<file path="src/rtl/parking_sensor_filter_pkg.sv">
// parking_pkg: shared constants for the parking-lot sensor front end and car counter
package parking_pkg;
  localparam int PARK_DEBOUNCE_CYCLES = 4;
  localparam int PARK_STUCK_CYCLES = 1024;
  localparam int SENS_A = 0;
  localparam int SENS_B = 1;
  localparam int PARK_COUNT_W = 3;
  typedef logic [1:0] sens_t;
  function automatic int cnt_w(input int n);
    return n > 1 ? $clog2(n) : 1;
  endfunction
endpackage

</file>
<file path="src/rtl/parking_sensor_filter_if.sv">
// parking_sensor_filter_if: raw photo-sensor lines in, filtered levels and stuck flag out
interface parking_sensor_filter_if;
  logic a_raw, b_raw, a, b, fault;
  modport master(output a_raw, b_raw, input a, b, fault);
  modport slave(input a_raw, b_raw, output a, b, fault);
endinterface

</file>
<file path="src/rtl/parking_sensor_filter_debounce.sv">
// sensor_debounce: two-flop synchroniser and stability counter for one sensor channel
module sensor_debounce
  import parking_pkg::*;
#(
  parameter int DEBOUNCE_CYCLES = PARK_DEBOUNCE_CYCLES
) (
  input  logic clk,
  input  logic reset,
  input  logic raw,
  input  logic grant,
  output logic ready,
  output logic level
);
  localparam int CW = cnt_w(DEBOUNCE_CYCLES);
  localparam logic [CW-1:0] LAST = CW'(DEBOUNCE_CYCLES - 1);
  logic s1, s2;
  logic [CW-1:0] cnt;
  assign ready = (s2 != level) && (cnt == LAST);
  // a ready channel without grant keeps cnt so it can commit on the next edge
  always_ff @(posedge clk)
    if (reset) begin
      s1 <= 1'b0;
      s2 <= 1'b0;
      cnt <= '0;
      level <= 1'b0;
    end else begin
      s1 <= raw;
      s2 <= s1;
      if (s2 == level) cnt <= '0;
      else if (!ready) cnt <= cnt + 1'b1;
      else if (grant) begin
        level <= s2;
        cnt <= '0;
      end
    end
endmodule

</file>
<file path="src/rtl/parking_sensor_filter.sv">
// parking_sensor_filter: debounced a/b levels that change one at a time, plus sticky stuck-sensor fault
module parking_sensor_filter
  import parking_pkg::*;
#(
  parameter int DEBOUNCE_CYCLES = PARK_DEBOUNCE_CYCLES,
  parameter int STUCK_CYCLES = PARK_STUCK_CYCLES
) (
  input logic clk,
  input logic reset,
  parking_sensor_filter_if.slave s
);
  localparam int SW = $clog2(STUCK_CYCLES + 1);
  localparam logic [SW-1:0] STK_MAX = SW'(STUCK_CYCLES);
  sens_t raw, grant, ready, level;
  logic [SW-1:0] stk;
  logic fault;
  // a wins a tie so the counter never sees both lines change on one edge
  always_comb begin
    raw = '0;
    grant = '0;
    raw[SENS_A] = s.a_raw;
    raw[SENS_B] = s.b_raw;
    grant[SENS_A] = 1'b1;
    grant[SENS_B] = ~ready[SENS_A];
  end
  for (genvar i = 0; i < 2; i++) begin : g_ch
    sensor_debounce #(.DEBOUNCE_CYCLES(DEBOUNCE_CYCLES)) u_deb (
      .clk(clk),
      .reset(reset),
      .raw(raw[i]),
      .grant(grant[i]),
      .ready(ready[i]),
      .level(level[i])
    );
  end
  always_ff @(posedge clk)
    if (reset) begin
      stk <= '0;
      fault <= 1'b0;
    end else begin
      stk <= !(|level) ? '0 : stk == STK_MAX ? stk : stk + 1'b1;
      fault <= fault | ((|level) && stk == STK_MAX - 1'b1);
    end
  assign s.a = level[SENS_A];
  assign s.b = level[SENS_B];
  assign s.fault = fault;
endmodule
</file>
<file path="src/flat_wrapper.sv">
// flat-port wrapper written by rule: the top's interface ports become plain ports
module parking_sensor_filter_flat import parking_pkg::*;
#(
  parameter int DEBOUNCE_CYCLES = PARK_DEBOUNCE_CYCLES,
  parameter int STUCK_CYCLES = PARK_STUCK_CYCLES
)
  (clk, reset, s_a_raw, s_b_raw, s_a, s_b, s_fault);
  parking_sensor_filter_if s_i ();
  input logic clk;
  input logic reset;
  input wire logic [$bits(s_i.a_raw)-1:0] s_a_raw;
  input wire logic [$bits(s_i.b_raw)-1:0] s_b_raw;
  output wire logic [$bits(s_i.a)-1:0] s_a;
  output wire logic [$bits(s_i.b)-1:0] s_b;
  output wire logic [$bits(s_i.fault)-1:0] s_fault;
  assign s_i.a_raw = s_a_raw;
  assign s_i.b_raw = s_b_raw;
  assign s_a = s_i.a;
  assign s_b = s_i.b;
  assign s_fault = s_i.fault;
  parking_sensor_filter #(.DEBOUNCE_CYCLES(DEBOUNCE_CYCLES), .STUCK_CYCLES(STUCK_CYCLES)) u_core (.clk(clk), .reset(reset), .s(s_i));
endmodule
</file>
<file path="config.mk">
export PLATFORM = sky130hd
export DESIGN_NAME = parking_sensor_filter_flat
export DESIGN_NICKNAME = d
export VERILOG_FILES = /design/src/rtl/parking_sensor_filter_pkg.sv /design/src/rtl/parking_sensor_filter_if.sv /design/src/rtl/parking_sensor_filter_debounce.sv /design/src/rtl/parking_sensor_filter.sv /design/src/flat_wrapper.sv
export SDC_FILE = /design/constraint.sdc
export NUM_CORES = 1
export LEC_CHECK = 0
export CAP_MARGIN = 30
export CORE_MARGIN = 3
export CORE_UTILIZATION = 50
export CTS_BUF_LIST = sky130_fd_sc_hd__clkbuf_4 sky130_fd_sc_hd__clkbuf_8 sky130_fd_sc_hd__clkbuf_16
export CTS_CLUSTER_SIZE = 20
export DETAILED_ROUTE_END_ITERATION = 12
export PLACE_DENSITY = 0.75
export SYNTH_ARGS = -nofsm -noshare
export SYNTH_HDL_FRONTEND = slang
export SYNTH_HIERARCHICAL = 1
export SYNTH_SLANG_ARGS = --single-unit
</file>
<file path="constraint.sdc">
create_clock -name clk -period 1.75 [get_ports clk]
set_clock_uncertainty 0.2 [all_clocks]
set_input_delay 0.35 -clock clk [delete_from_list [all_inputs] [get_ports clk]]
set_output_delay 0.35 -clock clk [all_outputs]
set_load 0.005 [all_outputs]
</file>
==> flow_summary.yaml <==
run_status:
  status: "complete, no violations"
worst_setup_path:
  critPathSlowestCell: "clkdlybuf4s50_1"
  critPathBufInv: 1
  worst_path_largest_cell_delay_ps: 490
  end_kind: "primary output"
  cp.arrival_ps: 1130
  crit_fanout: 2
  criticalPathCategory: "flop to primary output"
  cp-start-kind: "flop"
  crit_chain: "clkdlybuf4s50_1"
  critPathTopFamily: "buffers and inverters"
  worstPathRequired_ps: 1200
min_path:
  hold_class: "flop to flop"
routing:
  wl_per_cell_um: 12.6
  drt_wl_total_mm: 1.81
  vias_per_cell: 5.49
  drt.antenna.violating_nets: 0
  firstDrtPassIters: 4
  vias: 790
  drc: 0
  drt_iter0_markers: 21
sta:
  slew_violations: 0
  min_period_over_period: 0.960
  maxSlewHeadroom: 0.599
  tightest_slew_ps: 601
  period_minus_slack_ps: 1680
  layout_setup_ws_ps: 70.3
  fmax_mhz: 595
  timing_hold_violations_final: 0
  holdWs_ps: 256
  setup_viol: 0
  rsz0062_at_grt: "false"
global_route:
  grt.total_usage: 0.166
  grt_pass1_wl_mm: 3.32
  antenna_found_initial: 0
  grt_pass1_vias: 781
  grt_max_degree: 12
  grt_overflow: 0
floorplanning:
  ioPinCount: 7
  start_util: 0.557
  die_h_um: 51.0
  coreArea_um2: 1820
  die_area_um2: 2600
  num_rows: 15
  die_x_um: 51.0
clock_network:
  cts_tree: "done"
  clkSinkCount: 22
  numCtsBuffers: 3
  h-tree-depth: 1
  clk_pin_slew_ps: 100
  cts_hold_buf: 0
  ctsLongestPathBuffers: 2
  cts_root_buf: "clkbuf_4"
  clk_latency_ps: 280
finish:
  antennaDiodeCount: 0
  area_growth_pct: 16.7
  final_common_cell: "dfxtp_1"
  nNetsFinal: 129
  instances_no_fill: 144
  final_cell_mix: "dfxtp_1 (15), nand2_1 (10), nor2b_1 (7)"
  final_util: 0.649
  layout-drive-gt1-share: 0.218
job:
  drv_cap: 0
power_and_ir_drop:
  powerDensity_nw_per_um2: 623
  ir_worst_vdd_mv: 0.415
  p_int_uw: 597
  seqPwrFrac: 0.687
  net-switching-power_uw: 140
  switching_share: 0.190
  power.leakage_nw: 0.409
  p_comb_frac: 0.031
  pwr-share-clk: 0.282
yosys:
  syn-cell-area_um2: 1010
  avgSynthCellArea_um2: 9.65
  yosysWarnings: 6
  synthCells: 105
placed_design:
  post-dp-hpwl_mm: 1.38
  io_buffers: 6
  gp_congestion: 0.694
  place_ws_ps: -3.13
  dp.cells: 139
==> state kept, by name (all words and copies together), names as in the netlist <==
signal and count:
u_core/s.fault 1, u_core/g_ch.u_deb/cnt 4, u_core/g_ch.u_deb/s1 2, u_core/stk 11, u_core/g_ch.u_deb/level 2, u_core/g_ch.u_deb/s2 2
==> final timing paths <==
kind	startpoint	end	slack (ps)	cells after the start
worst max-delay path	u_core/g_ch[1].u_deb/level$_SDFFE_PP0P_	s_b	70	1
worst min-delay path	u_core/g_ch[0].u_deb/cnt[0]$_SDFFE_PP0P_	u_core/g_ch[0].u_deb/cnt[0]$_SDFFE_PP0P_	260	1
worst max register to register	u_core/stk[0]$_SDFFE_PP0P_	u_core/stk[8]$_SDFFE_PP0P_	100	4
worst min register to register	u_core/g_ch[0].u_deb/cnt[0]$_SDFFE_PP0P_	u_core/g_ch[0].u_deb/cnt[0]$_SDFFE_PP0P_	260	1
==> power groups by stage <==
| stage | Clock [mW] | Sequential [mW] | Combinational (mW) |
|---|---|---|---|
| CTS | 0.225 | 0.506 | 0.0230 |
| finish | 0.207 | 0.506 | 0.0229 |
| floorplan | 0 | 0.520 | 0.00972 |
| global route | 0.246 | 0.507 | 0.0256 |
| global placement | 0 | 0.520 | 0.0225 |
| detailed placement | 0 | 0.521 | 0.0229 |
==> cell type report <==
cell class              instances  area [um2]
fillers                       166         638
multi-input cells              78         552
flip-flops and latches         22         454
well taps                      25        31.3
inverters                       4        15.0
repair buffers                 12         108
clock buffers                   3        22.5
==> metrics by stage <==
| step | TNS, ps | instance area (um2) | total power [mW] |
|---|---|---|---|
| after floorplan | 0 | 1020 | 0.530 |
| after global placement | 0 | 1120 | 0.543 |
| after detailed placement | -3.13 | 1120 | 0.544 |
| after CTS | 0 | 1160 | 0.755 |
| after global routing | 0 | 1180 | 0.779 |
| final | 0 | 1180 | 0.736 |
==> what timing repair did <==
item,in CTS,in global routing
endpoints found under the setup margin,3,6
pin swaps,0,1
setup buffers,0,2
gates cloned,0,0
resized for setup,5,7
==> per-layer routing <==
layer	up-vias	GRT usage	wire, um
li1	409	-	-
met1	369	0.205	852
met2	10	0.277	898
met3	2	0.0350	52
met4	0	0.0673	10
met5	-	0	0
==> worst register-to-register path, cell delays in order (launching register included) <==
cell and delay, ps:
dfxtp_2 370, ha_1 180, nand2_2 90, or4_1 510, a211oi_1 230
No activity file was read; power rests on OpenSTA's default activity.
